--- src/rtl/e203_exu_fpu_fmis_sqr.sv ---
// Iterative single-precision squaring unit (rs1*rs1) for the EXU FPU misc group.
// A shift-add significand multiplier retires one multiplier bit per cycle, then one cycle packs the result.
module e203_exu_fpu_fmis_sqr #(
    parameter int MUL_BITS = 24
) (
    input  logic        clk,
    input  logic        rst,
    input  logic        fmis_sqr_i_valid,
    output logic        fmis_sqr_i_ready,
    input  logic [31:0] fmis_i_rs1,
    output logic        fmis_sqr_o_valid,
    input  logic        fmis_sqr_o_ready,
    output logic [31:0] fmis_sqr_o_wbck_wdat
);

    localparam int PW = 2 * MUL_BITS;
    localparam int CW = $clog2(MUL_BITS + 1);

    typedef enum logic [1:0] {
        S_IDLE = 2'd0,
        S_MUL  = 2'd1,
        S_NORM = 2'd2,
        S_DONE = 2'd3
    } state_t;

    state_t                r_state;
    state_t                w_state_nxt;
    logic [PW-1:0]         r_acc;
    logic [PW-1:0]         r_mcand;
    logic [MUL_BITS-1:0]   r_mplier;
    logic [CW-1:0]         r_cnt;
    logic [7:0]            r_exp;
    logic [31:0]           r_wdat;
    logic                  r_valid;

    logic [7:0]            w_in_exp;
    logic [MUL_BITS-2:0]   w_in_man;
    logic                  w_accept;
    logic                  w_special;
    logic [31:0]           w_spec_res;
    logic                  w_last;
    logic                  w_hi;
    logic signed [9:0]     w_er;
    logic [MUL_BITS-2:0]   w_mant;
    logic [31:0]           w_norm_res;

    assign w_in_exp  = fmis_i_rs1[30:23];
    assign w_in_man  = fmis_i_rs1[MUL_BITS-2:0];
    assign w_accept  = fmis_sqr_i_valid && (r_state == S_IDLE);
    assign w_special = (w_in_exp == 8'd0) || (w_in_exp == 8'hFF);
    assign w_last    = (r_cnt == CW'(MUL_BITS - 1));

    assign fmis_sqr_i_ready     = (r_state == S_IDLE);
    assign fmis_sqr_o_valid     = r_valid;
    assign fmis_sqr_o_wbck_wdat = r_wdat;

    // Result for zero/subnormal, infinity and NaN operands (sign ignored)
    always_comb begin
        w_spec_res = 32'h0000_0000;
        if (w_in_exp == 8'hFF) begin
            if (w_in_man != '0) begin
                w_spec_res = 32'h7FC0_0000;
            end else begin
                w_spec_res = 32'h7F80_0000;
            end
        end else begin
            w_spec_res = 32'h0000_0000;
        end
    end

    // Product is in [1,4): the top bit selects the normalisation shift; rounding is truncation
    assign w_hi   = r_acc[PW-1];
    assign w_er   = $signed({1'b0, r_exp, 1'b0}) - 10'sd127 + $signed({9'd0, w_hi});
    assign w_mant = w_hi ? r_acc[PW-2 -: (MUL_BITS-1)] : r_acc[PW-3 -: (MUL_BITS-1)];

    // Pack the normalised product, saturating to +inf or flushing to +0
    always_comb begin
        w_norm_res = 32'h0000_0000;
        if (w_er >= 10'sd255) begin
            w_norm_res = 32'h7F80_0000;
        end else if (w_er <= 10'sd0) begin
            w_norm_res = 32'h0000_0000;
        end else begin
            w_norm_res = {1'b0, w_er[7:0], w_mant};
        end
    end

    // Next-state logic
    always_comb begin
        w_state_nxt = r_state;
        case (r_state)
            S_IDLE: begin
                if (w_accept) begin
                    w_state_nxt = w_special ? S_DONE : S_MUL;
                end else begin
                    w_state_nxt = S_IDLE;
                end
            end
            S_MUL: begin
                if (w_last) begin
                    w_state_nxt = S_NORM;
                end else begin
                    w_state_nxt = S_MUL;
                end
            end
            S_NORM: w_state_nxt = S_DONE;
            S_DONE: begin
                if (fmis_sqr_o_ready) begin
                    w_state_nxt = S_IDLE;
                end else begin
                    w_state_nxt = S_DONE;
                end
            end
            default: w_state_nxt = S_IDLE;
        endcase
    end

    // State register
    always_ff @(posedge clk) begin
        if (rst) begin
            r_state <= S_IDLE;
        end else begin
            r_state <= w_state_nxt;
        end
    end

    // Datapath; the multiplicand is pre-shifted each cycle so it always equals multiplicand<<cnt
    always_ff @(posedge clk) begin
        if (rst) begin
            r_acc    <= '0;
            r_mcand  <= '0;
            r_mplier <= '0;
            r_cnt    <= '0;
            r_exp    <= 8'd0;
            r_wdat   <= 32'h0000_0000;
            r_valid  <= 1'b0;
        end else begin
            case (r_state)
                S_IDLE: begin
                    if (w_accept) begin
                        if (w_special) begin
                            r_wdat  <= w_spec_res;
                            r_valid <= 1'b1;
                        end else begin
                            r_mcand  <= {{MUL_BITS{1'b0}}, 1'b1, w_in_man};
                            r_mplier <= {1'b1, w_in_man};
                            r_acc    <= '0;
                            r_cnt    <= '0;
                            r_exp    <= w_in_exp;
                        end
                    end
                end
                S_MUL: begin
                    if (r_mplier[0]) begin
                        r_acc <= r_acc + r_mcand;
                    end
                    r_mcand  <= r_mcand << 1;
                    r_mplier <= r_mplier >> 1;
                    r_cnt    <= r_cnt + CW'(1);
                end
                S_NORM: begin
                    r_wdat  <= w_norm_res;
                    r_valid <= 1'b1;
                end
                S_DONE: begin
                    if (fmis_sqr_o_ready) begin
                        r_valid <= 1'b0;
                    end
                end
                default: r_valid <= 1'b0;
            endcase
        end
    end

endmodule

--- config.mk ---
export PLATFORM = sky130hd
export DESIGN_NAME = e203_exu_fpu_fmis_sqr
export DESIGN_NICKNAME = d
export VERILOG_FILES = /design/src/rtl/e203_exu_fpu_fmis_sqr.sv
export SDC_FILE = /design/constraint.sdc
export NUM_CORES = 1
export LEC_CHECK = 0
export ABC_AREA = 1
export CORE_AREA = 2 2 146 148
export CTS_BUF_LIST = sky130_fd_sc_hd__clkbuf_4
export CTS_CLUSTER_DIAMETER = 100
export DETAILED_ROUTE_END_ITERATION = 8
export DIE_AREA = 0 0 148 150
export PLACE_DENSITY = 0.76
export SKIP_LAST_GASP = 1
export SLEW_MARGIN = 20
export SYNTH_ARGS = -nofsm -noshare
export SYNTH_HDL_FRONTEND = slang
export SYNTH_SLANG_ARGS = --single-unit
--- constraint.sdc ---
create_clock -name clk -period 2 [get_ports clk]
set_input_delay 0.4 -clock clk [delete_from_list [all_inputs] [get_ports clk]]
set_output_delay 0.4 -clock clk [all_outputs]
set_load 0.02 [all_outputs]
==> key figures, run 1 <==
Outcome
  • Outcome: complete, but fails checks
  • Violations in the final reports: negative setup slack

Synthesis
  • Dominant combinational cell family by area after synthesis: simple AND/OR/NAND/NOR gates
  • Share of synthesized area occupied by flip-flops and latches: 0.298
  • Fraction of synthesized area in multiplexers: 0
  • Library cells used by synthesis: 43
  • Complex-gate fraction of the synthesized area: 0.126
  • Netlist Area Pre-Place: 11200 um2
  • Post-Synth Simple-Gate Area: 0.388
  • Post-synthesis adder-cell area fraction: 0.0587
  • Syn nets: 1969
  • Post-synthesis async set-or-reset flop share: 0
  • Cells after Synth: 1881
  • Yosys warning count: 0
  • Post-Syn Area per Cell: 5.97 um2
  • Area share of xor/xnor cells in the synthesized design: 0.00234
  • Main flop type after synthesis: sky130_fd_sc_hd__dfxtp_1
  • EDFF count, synth: 0
  • Flip-flop and latch count after synthesis: 167

Global routing
  • Total congestion overflow: 0
  • Global-route usage over all layers: 0.296
  • Via count of the first global-routing pass: 11157
  • Initial antenna violation count: 1
  • Largest net degree at the start of global routing: 48
  • First-pass GRT wire length: 53000 um

STA
  • Portion of the clock cycle consumed by the worst path in the final layout: 1.01
  • Final hold violations: 0
  • Clock Skew: 33.0 ps
  • Number of failing setup endpoints in the final timing report: 1
  • Post-route setup TNS: -12.9 ps
  • Fmax: 497 MHz
  • RSZ-0062 raised after global routing: true
  • Final worst slack: -12.9 ps
  • Number of max-slew violations in the final report: 0
  • Crit path time final: 2010 ps

Floorplanning
  • Starting utilization of the core area: 0.542
  • Die boundary width: 148 um
  • Num rows: 53
  • Die Y-Extent: 150 um
  • I/O Pins: 70
  • Core region area: 20700 um2
  • Die area: 22200 um2

Drt
  • Final antenna-violating net count: 0
  • Routed length per instance: 14.8 um
  • Total Wirelength: 34600 um
  • Router iterations before antenna repair: 5
  • Iteration-0 DRC Markers: 866
  • DRC violation count after routing: 0
  • Number of vias per cell: 5.32
  • Via count: 12386

Clocking
  • Root buffer selected by CTS: sky130_fd_sc_hd__clkbuf_4
  • Clock sinks: 167
  • Clock slew at the register clock pins of the worst setup and hold paths: 160 ps
  • Number of CTS-inserted buffers: 17
  • Maximum level of the CTS H-tree: 4
  • Clock latency at the later pin of the worst-skew pair: 610 ps
  • Maximum clock insertion buffer count: 2
  • Hold-fix buffers, CTS: 0
  • TritonCTS clock tree: built

Place
  • Placed cell count: 2283
  • Buffers on Ports: 67
  • Final weighted congestion in routability-driven placement: 0.966
  • Detailed placer's ending HPWL: 25100 um
  • Worst slack after detailed placement: -196 ps

Cells and area
  • Most frequent standard cell in the layout excluding fill and tap cells: sky130_fd_sc_hd__nand2_1
  • Combined flip-flop and latch cell area: 3400 um2
  • Post-Layout Cell Count: 2329
  • Post-layout util: 0.695
  • Final Net Count: 2128
  • Count of fill cells added during filler insertion: 1812
  • Area used by multi-input combinational logic: 7490 um2
  • Share of post-route cells with drive strength above 1: 0.205
  • Area added between synthesis and finish: 28.2%
  • Most frequent cells in the layout: sky130_fd_sc_hd__nand2_1, sky130_fd_sc_hd__inv_1, sky130_fd_sc_hd__a21oi_1

Critical path
  • Max stage delay on crit path: 370 ps
  • Data arrival at the endpoint of the critical path: 2530 ps
  • Critical path class: reg2reg
  • CP Cell Sequence: buf_4, ha_1, nand2_2, nand2_1, nand3_1, nand2_1, nand2_1, nand2_2, buf_4, a21oi_1, o21ai_0, a21oi_1
  • Maximum fanout count along the critical path: 4
  • Crit-path slowest cell: sky130_fd_sc_hd__dfxtp_2
  • Kind of end point of the critical path: flop
  • CP Launch Type: flop
  • Most frequent cell on the critical path: sky130_fd_sc_hd__nand2_1
  • Required time of the worst setup path: 2520 ps

Worst hold path
  • Classification of the worst-slack hold path: in2reg

Pwr
  • Logic gate share of total power: 0.180
  • Share of total power in the clock network: 0.297
  • Sw Pwr: 2.33 mW
  • Power Total: 6.85 mW
  • Leak: 6.86 nW
  • Proportion of power drawn by flip-flops and latches: 0.523
  • Internal: 4.51 mW
  • Power density cells: 476 nW/um2
  • Sw Share: 0.341
  • Max VDD drop: 0.558 mV

Run
  • Max cap viols: 0
==> synthesized netlist by cell type, types with 2 or more instances <==
cell type	count	area share
sky130_fd_sc_hd__a211oi_1	6	0.0040
sky130_fd_sc_hd__a21o_1	3	0.0020
sky130_fd_sc_hd__a21oi_1	162	0.072
sky130_fd_sc_hd__a22oi_1	2	0.0013
sky130_fd_sc_hd__a31oi_1	26	0.014
sky130_fd_sc_hd__and2_1	2	0.0011
sky130_fd_sc_hd__and3_1	2	0.0011
sky130_fd_sc_hd__buf_1	3	0.0010
sky130_fd_sc_hd__buf_2	11	0.0049
sky130_fd_sc_hd__buf_4	9	0.0060
sky130_fd_sc_hd__buf_6	7	0.0070
sky130_fd_sc_hd__clkbuf_1	36	0.012
sky130_fd_sc_hd__dfxtp_1	167	0.30
sky130_fd_sc_hd__ha_1	51	0.057
sky130_fd_sc_hd__inv_1	278	0.093
sky130_fd_sc_hd__inv_2	5	0.0017
sky130_fd_sc_hd__nand2_1	666	0.22
sky130_fd_sc_hd__nand2_2	7	0.0039
sky130_fd_sc_hd__nand2_4	2	0.0020
sky130_fd_sc_hd__nand3_1	134	0.060
sky130_fd_sc_hd__nand3_2	4	0.0036
sky130_fd_sc_hd__nand3b_1	3	0.0020
sky130_fd_sc_hd__nand4_1	29	0.016
sky130_fd_sc_hd__nor2_1	150	0.050
sky130_fd_sc_hd__nor2_2	2	0.0011
sky130_fd_sc_hd__nor2_4	2	0.0020
sky130_fd_sc_hd__nor3_1	9	0.0040
sky130_fd_sc_hd__nor4_1	10	0.0056
sky130_fd_sc_hd__o21a_1	7	0.0047
sky130_fd_sc_hd__o21ai_0	54	0.024
sky130_fd_sc_hd__o21bai_1	3	0.0020
sky130_fd_sc_hd__or2_2	17	0.0095
sky130_fd_sc_hd__xor2_1	2	0.0016
==> cell type report <==
class / count / share of cell area
diodes: 1 / 0.000174
clock buffers: 17 / 0.00887
clock inverters: 15 / 0.0109
inverters: 284 / 0.0743
multi-input cells: 1367 / 0.521
flip-flops and latches: 167 / 0.237
well taps: 275 / 0.0239
repair buffers: 203 / 0.124
==> routing by layer <==
metal  up-vias  track usage  routed length, um
met5         -            0                  0
met4         0        0.139               1480
met3        87       0.0360               1910
met2       401        0.500              16500
met1      5618        0.378              14700
li1       6280            -                  -
==> power groups by stage <==
stage	combinational [mW]	clock (mW)	sequential (mW)
detailed placement	1.11	0	3.62
global route	1.35	2.23	3.60
CTS	1.11	2.06	3.55
floorplan	0.701	0	3.62
finish	1.23	2.03	3.58
global placement	1.09	0	3.62
==> cells by family after synthesis <==
kind of cell             Yosys count
flip-flops                       167
adder cells (fa/ha/maj)           52
buffers and inverters            350
other                              1
AO/OA/AOI/OAI                    265
XOR/XNOR                           3
AND/OR/NAND/NOR                 1043
==> through the flow <==
| stage | hold slack [ps] | cell area [um2] |
|---|---|---|
| after floorplan | 443 | 11200 |
| after global placement | 452 | 12900 |
| after detailed placement | 456 | 12900 |
| after CTS | 41.6 | 13300 |
| after global routing | 35.1 | 14400 |
| final | 66.7 | 14400 |
==> flip-flops by register name (all words and copies together), names as in the netlist <==
signal / count
r_cnt: 5
r_mplier: 24
fmis_sqr_o_valid: 1
r_acc: 48
r_exp: 8
fmis_sqr_o_wbck_wdat: 31
r_state: 2
r_mcand: 48
==> what timing repair did <==
item,in CTS,in global routing
resized for setup,49,231
gates cloned,0,3
pin swaps,7,25
buffers inserted,0,10
endpoints found under the setup margin,43,84
==> worst max-delay path, delay by kind of cell, from the launching register on <==
family,cells,cell delay [ps]
simple gates,6,590
buf+inv,2,300
compound gates,3,390
flops,1,370
fa+ha+maj,1,310
==> worst paths after layout <==
path	start	to	slack [ps]	cells after the start
setup reg to reg	r_mcand[1]	r_acc[13]	-10	12
hold / removal	rst	r_cnt[1]	70	2
setup / recovery	r_mcand[1]	r_acc[13]	-10	12
hold reg to reg	fmis_sqr_o_wbck_wdat[2]	fmis_sqr_o_wbck_wdat[2]	470	2
Power figures use the tool's default switching activity.
==> run 2: changes to the inputs <==
--- a/config.mk
+++ b/config.mk
@@ -5,13 +5,14 @@
 export SDC_FILE = /design/constraint.sdc
 export NUM_CORES = 1
 export LEC_CHECK = 0
-export ABC_AREA = 1
-export CORE_AREA = 2 2 146 148
+export ABC_AREA = 0
+export CAP_MARGIN = 10
+export CORE_AREA = 2 2 132 134
 export CTS_BUF_LIST = sky130_fd_sc_hd__clkbuf_4
 export CTS_CLUSTER_DIAMETER = 100
 export DETAILED_ROUTE_END_ITERATION = 8
-export DIE_AREA = 0 0 148 150
-export PLACE_DENSITY = 0.76
+export DIE_AREA = 0 0 134 136
+export PLACE_DENSITY = 0.77
 export SKIP_LAST_GASP = 1
 export SLEW_MARGIN = 20
 export SYNTH_ARGS = -nofsm -noshare
==> key figures, run 2 <==
Pwr
  • Leak: 6.35 nW
  • Power density cells: 472 nW/um2
  • Power Total: 6.42 mW
  • Max VDD drop: 0.482 mV

Clocking
  • TritonCTS clock tree: built
  • Maximum clock insertion buffer count: 2
  • Number of CTS-inserted buffers: 17
  • Clock sinks: 167
  • Clock slew at the register clock pins of the worst setup and hold paths: 160 ps
  • Root buffer selected by CTS: sky130_fd_sc_hd__clkbuf_4
  • Hold-fix buffers, CTS: 0
  • Maximum level of the CTS H-tree: 4
  • Clock latency at the later pin of the worst-skew pair: 600 ps

Synthesis
  • Syn nets: 1162
  • EDFF count, synth: 0
  • Synth top cells by count: sky130_fd_sc_hd__dfxtp_1, sky130_fd_sc_hd__nor2_1, sky130_fd_sc_hd__nand2_1, sky130_fd_sc_hd__a21oi_1, sky130_fd_sc_hd__clkbuf_1
  • Main flop type after synthesis: sky130_fd_sc_hd__dfxtp_1
  • Share of synthesized area occupied by flip-flops and latches: 0.368
  • Synth area leaders: sky130_fd_sc_hd__dfxtp_1, sky130_fd_sc_hd__ha_1, sky130_fd_sc_hd__nor2_1, sky130_fd_sc_hd__a222oi_1, sky130_fd_sc_hd__a22oi_1
  • Cell accounting for the most synthesized area: sky130_fd_sc_hd__dfxtp_1
  • Cells after Synth: 1074
  • Post-synthesis async set-or-reset flop share: 0
  • Yosys warning count: 0
  • Library cells used by synthesis: 74
  • Netlist Area Pre-Place: 9080 um2
  • Flip-flop and latch count after synthesis: 167
  • Post-synth top area share: 0.368
  • Post-Syn Area per Cell: 8.46 um2
  • Most frequent cell after synthesis: sky130_fd_sc_hd__dfxtp_1

Drt
  • Final antenna-violating net count: 0
  • Router iterations before antenna repair: 9
  • Iteration-0 DRC Markers: 1097
  • Via count: 10142
  • DRC violation count after routing: 0
  • Routed length per instance: 19.1 um
  • Total Wirelength: 31500 um
  • Number of vias per cell: 6.15

Critical path
  • Maximum fanout count along the critical path: 4
  • Most frequent cell on the critical path: sky130_fd_sc_hd__a21o_1
  • Critical path class: reg2reg
  • CP Cell Sequence: ha_4, fa_2, a21o_1, a21o_1, a21oi_4, nor3_4, o311a_4, o2111ai_4, a21oi_1, or3_1, a32o_1
  • Required time of the worst setup path: 2520 ps
  • Launching point of the worst reg2reg path: r_acc[0]
  • CP Launch Type: flop
  • Reg-to-reg slack, setup: -860 ps
  • Crit-path slowest cell: sky130_fd_sc_hd__dfxtp_2
  • Data arrival at the endpoint of the critical path: 3380 ps
  • Kind of end point of the critical path: flop
  • Reg-to-Reg End: r_acc[44]
  • Max stage delay on crit path: 370 ps
  • Worst reg-to-reg path cell count: 11

Place
  • Detailed placer's ending HPWL: 19300 um
  • Worst slack after detailed placement: -801 ps
  • Final weighted congestion in routability-driven placement: 0.901
  • Buffers on Ports: 67

Worst hold path
  • Sink of the worst hold path: r_acc[23]
  • Number of stages on the worst hold path: 2
  • Classification of the worst-slack hold path: in2reg
  • Launch instance of the worst min-delay path: rst

Cells and area
  • Share of post-route cells with drive strength above 1: 0.380
  • Area added between synthesis and finish: 49.9%
  • Most frequent standard cell in the layout excluding fill and tap cells: sky130_fd_sc_hd__buf_4
  • Final Net Count: 1498
  • Most frequent cells in the layout: sky130_fd_sc_hd__buf_4, sky130_fd_sc_hd__nor2_1, sky130_fd_sc_hd__dfxtp_1
  • Post-layout util: 0.807

STA
  • Number of max-slew violations in the final report: 0
  • Tightest Pin Transition: 720 ps
  • Crit path time final: 2860 ps
  • Normalized max-slew margin: 0.514
  • Fmax: 350 MHz
  • Number of failing setup endpoints in the final timing report: 72
  • Final hold violations: 0
  • RSZ-0062 raised after global routing: true
  • Portion of the clock cycle consumed by the worst path in the final layout: 1.43
  • Clock Skew: 25.2 ps
  • Final worst slack: -858 ps

Floorplanning
  • Die area: 18200 um2
  • Starting utilization of the core area: 0.538
  • Num rows: 48
  • Die Y-Extent: 136 um
  • I/O Pins: 70
  • Core region area: 16900 um2
  • Die boundary width: 134 um

Global routing
  • Largest net degree at the start of global routing: 79
  • Total congestion overflow: 0
  • Global-route usage over all layers: 0.317
  • First-pass GRT wire length: 46900 um
  • Via count of the first global-routing pass: 9775
  • Initial antenna violation count: 1

Run
  • Max cap viols: 0

Outcome
  • Violations in the final reports: negative setup slack
  • Outcome: complete, but fails checks
run 2: cell count changes after synthesis, sizes merged, moves of 19 or more:
| cell | change |
|---|---|
| a22oi | +57 |
| mux2 | +23 |
| nand2 | -577 |
| inv | -270 |
| nand3 | -121 |
| buf | -19 |
| xnor2 | +23 |
| a21o | +32 |
| a222oi | +45 |
| a21oi | -90 |
| clkbuf | +26 |
run 2: through the flow:
stage          instances  cell area (um2)  setup TNS, ps  hold slack, ps
2_1_floorplan       1074             9410          -9780             432
3_3_place_gp        1581            12300         -57760             441
3_5_place_dp        1581            12300         -62680             453
4_1_cts             1641            13300         -20750             101
5_1_grt             1649            13600         -34320            89.2
6_report            1649            13600         -30090             123
run 2: timing repair:
action                                  in CTS  in global routing
pin swaps                                   56                 66
buffers inserted                            27                 14
gates cloned                                 3                  0
endpoints found under the setup margin      73                105
gates resized for setup                    103                 87
run 2: report_power, final:
| part | internal [mW] | total, mW | switching (mW) |
|---|---|---|---|
| sequential | 3.41 | 3.48 | 0.0701 |
| clock | 0.762 | 2.06 | 1.30 |
| combinational | 0.413 | 0.887 | 0.474 |
run 2: worst max-delay path by stage:
| stage | startpoint | endpoint | slack [ps] |
|---|---|---|---|
| after global placement | r_acc[0] | r_acc[40] | -740 |
| after detailed placement | r_acc[0] | r_acc[44] | -800 |
| after global routing | r_acc[5] | r_acc[30] | -900 |
| after floorplan | r_mcand[0] | r_acc[44] | -680 |
| after CTS | r_mcand[0] | r_acc[44] | -780 |
| final | r_acc[0] | r_acc[44] | -860 |
run 2: routing by layer:
| layer | GRT usage | share of wire | routed length (um) |
|---|---|---|---|
| met2 | 0.559 | 0.49 | 15600 |
| met3 | 0.0656 | 0.072 | 2260 |
| met1 | 0.383 | 0.40 | 12500 |
| met4 | 0.113 | 0.039 | 1220 |
| met5 | 0 | 0 | 0 |
run 2: cells by family after synthesis:
family / count (synthesis) / synth area share
AOI/OAI and AO/OA: 336 / 0.270
and+or+nand+nor: 362 / 0.178
buffers and inverters: 86 / 0.0366
adders and majority gates: 52 / 0.0724
xor gates and xnor gates: 43 / 0.0415
other: 1 / 0.000413
DFF: 167 / 0.368
muxes: 27 / 0.0329
run 2: area by class of cell:
| class | count | area [um2] |
|---|---|---|
| tap | 225 | 282 |
| fill | 983 | 3250 |
| clock buffer | 18 | 135 |
| sequential | 167 | 3380 |
| timing repair buffer | 390 | 3320 |
| multi-input combinational | 821 | 6300 |
| antenna | 1 | 2.50 |
| inverter | 13 | 48.8 |
| clock inverter | 14 | 148 |
run 2: worst max-delay path, delay by kind of cell, from the launching register on:
kind / cells / cell delay, ps
fa+ha+maj: 2 / 520
simple gates: 2 / 380
flops: 1 / 370
compound gates: 7 / 1510
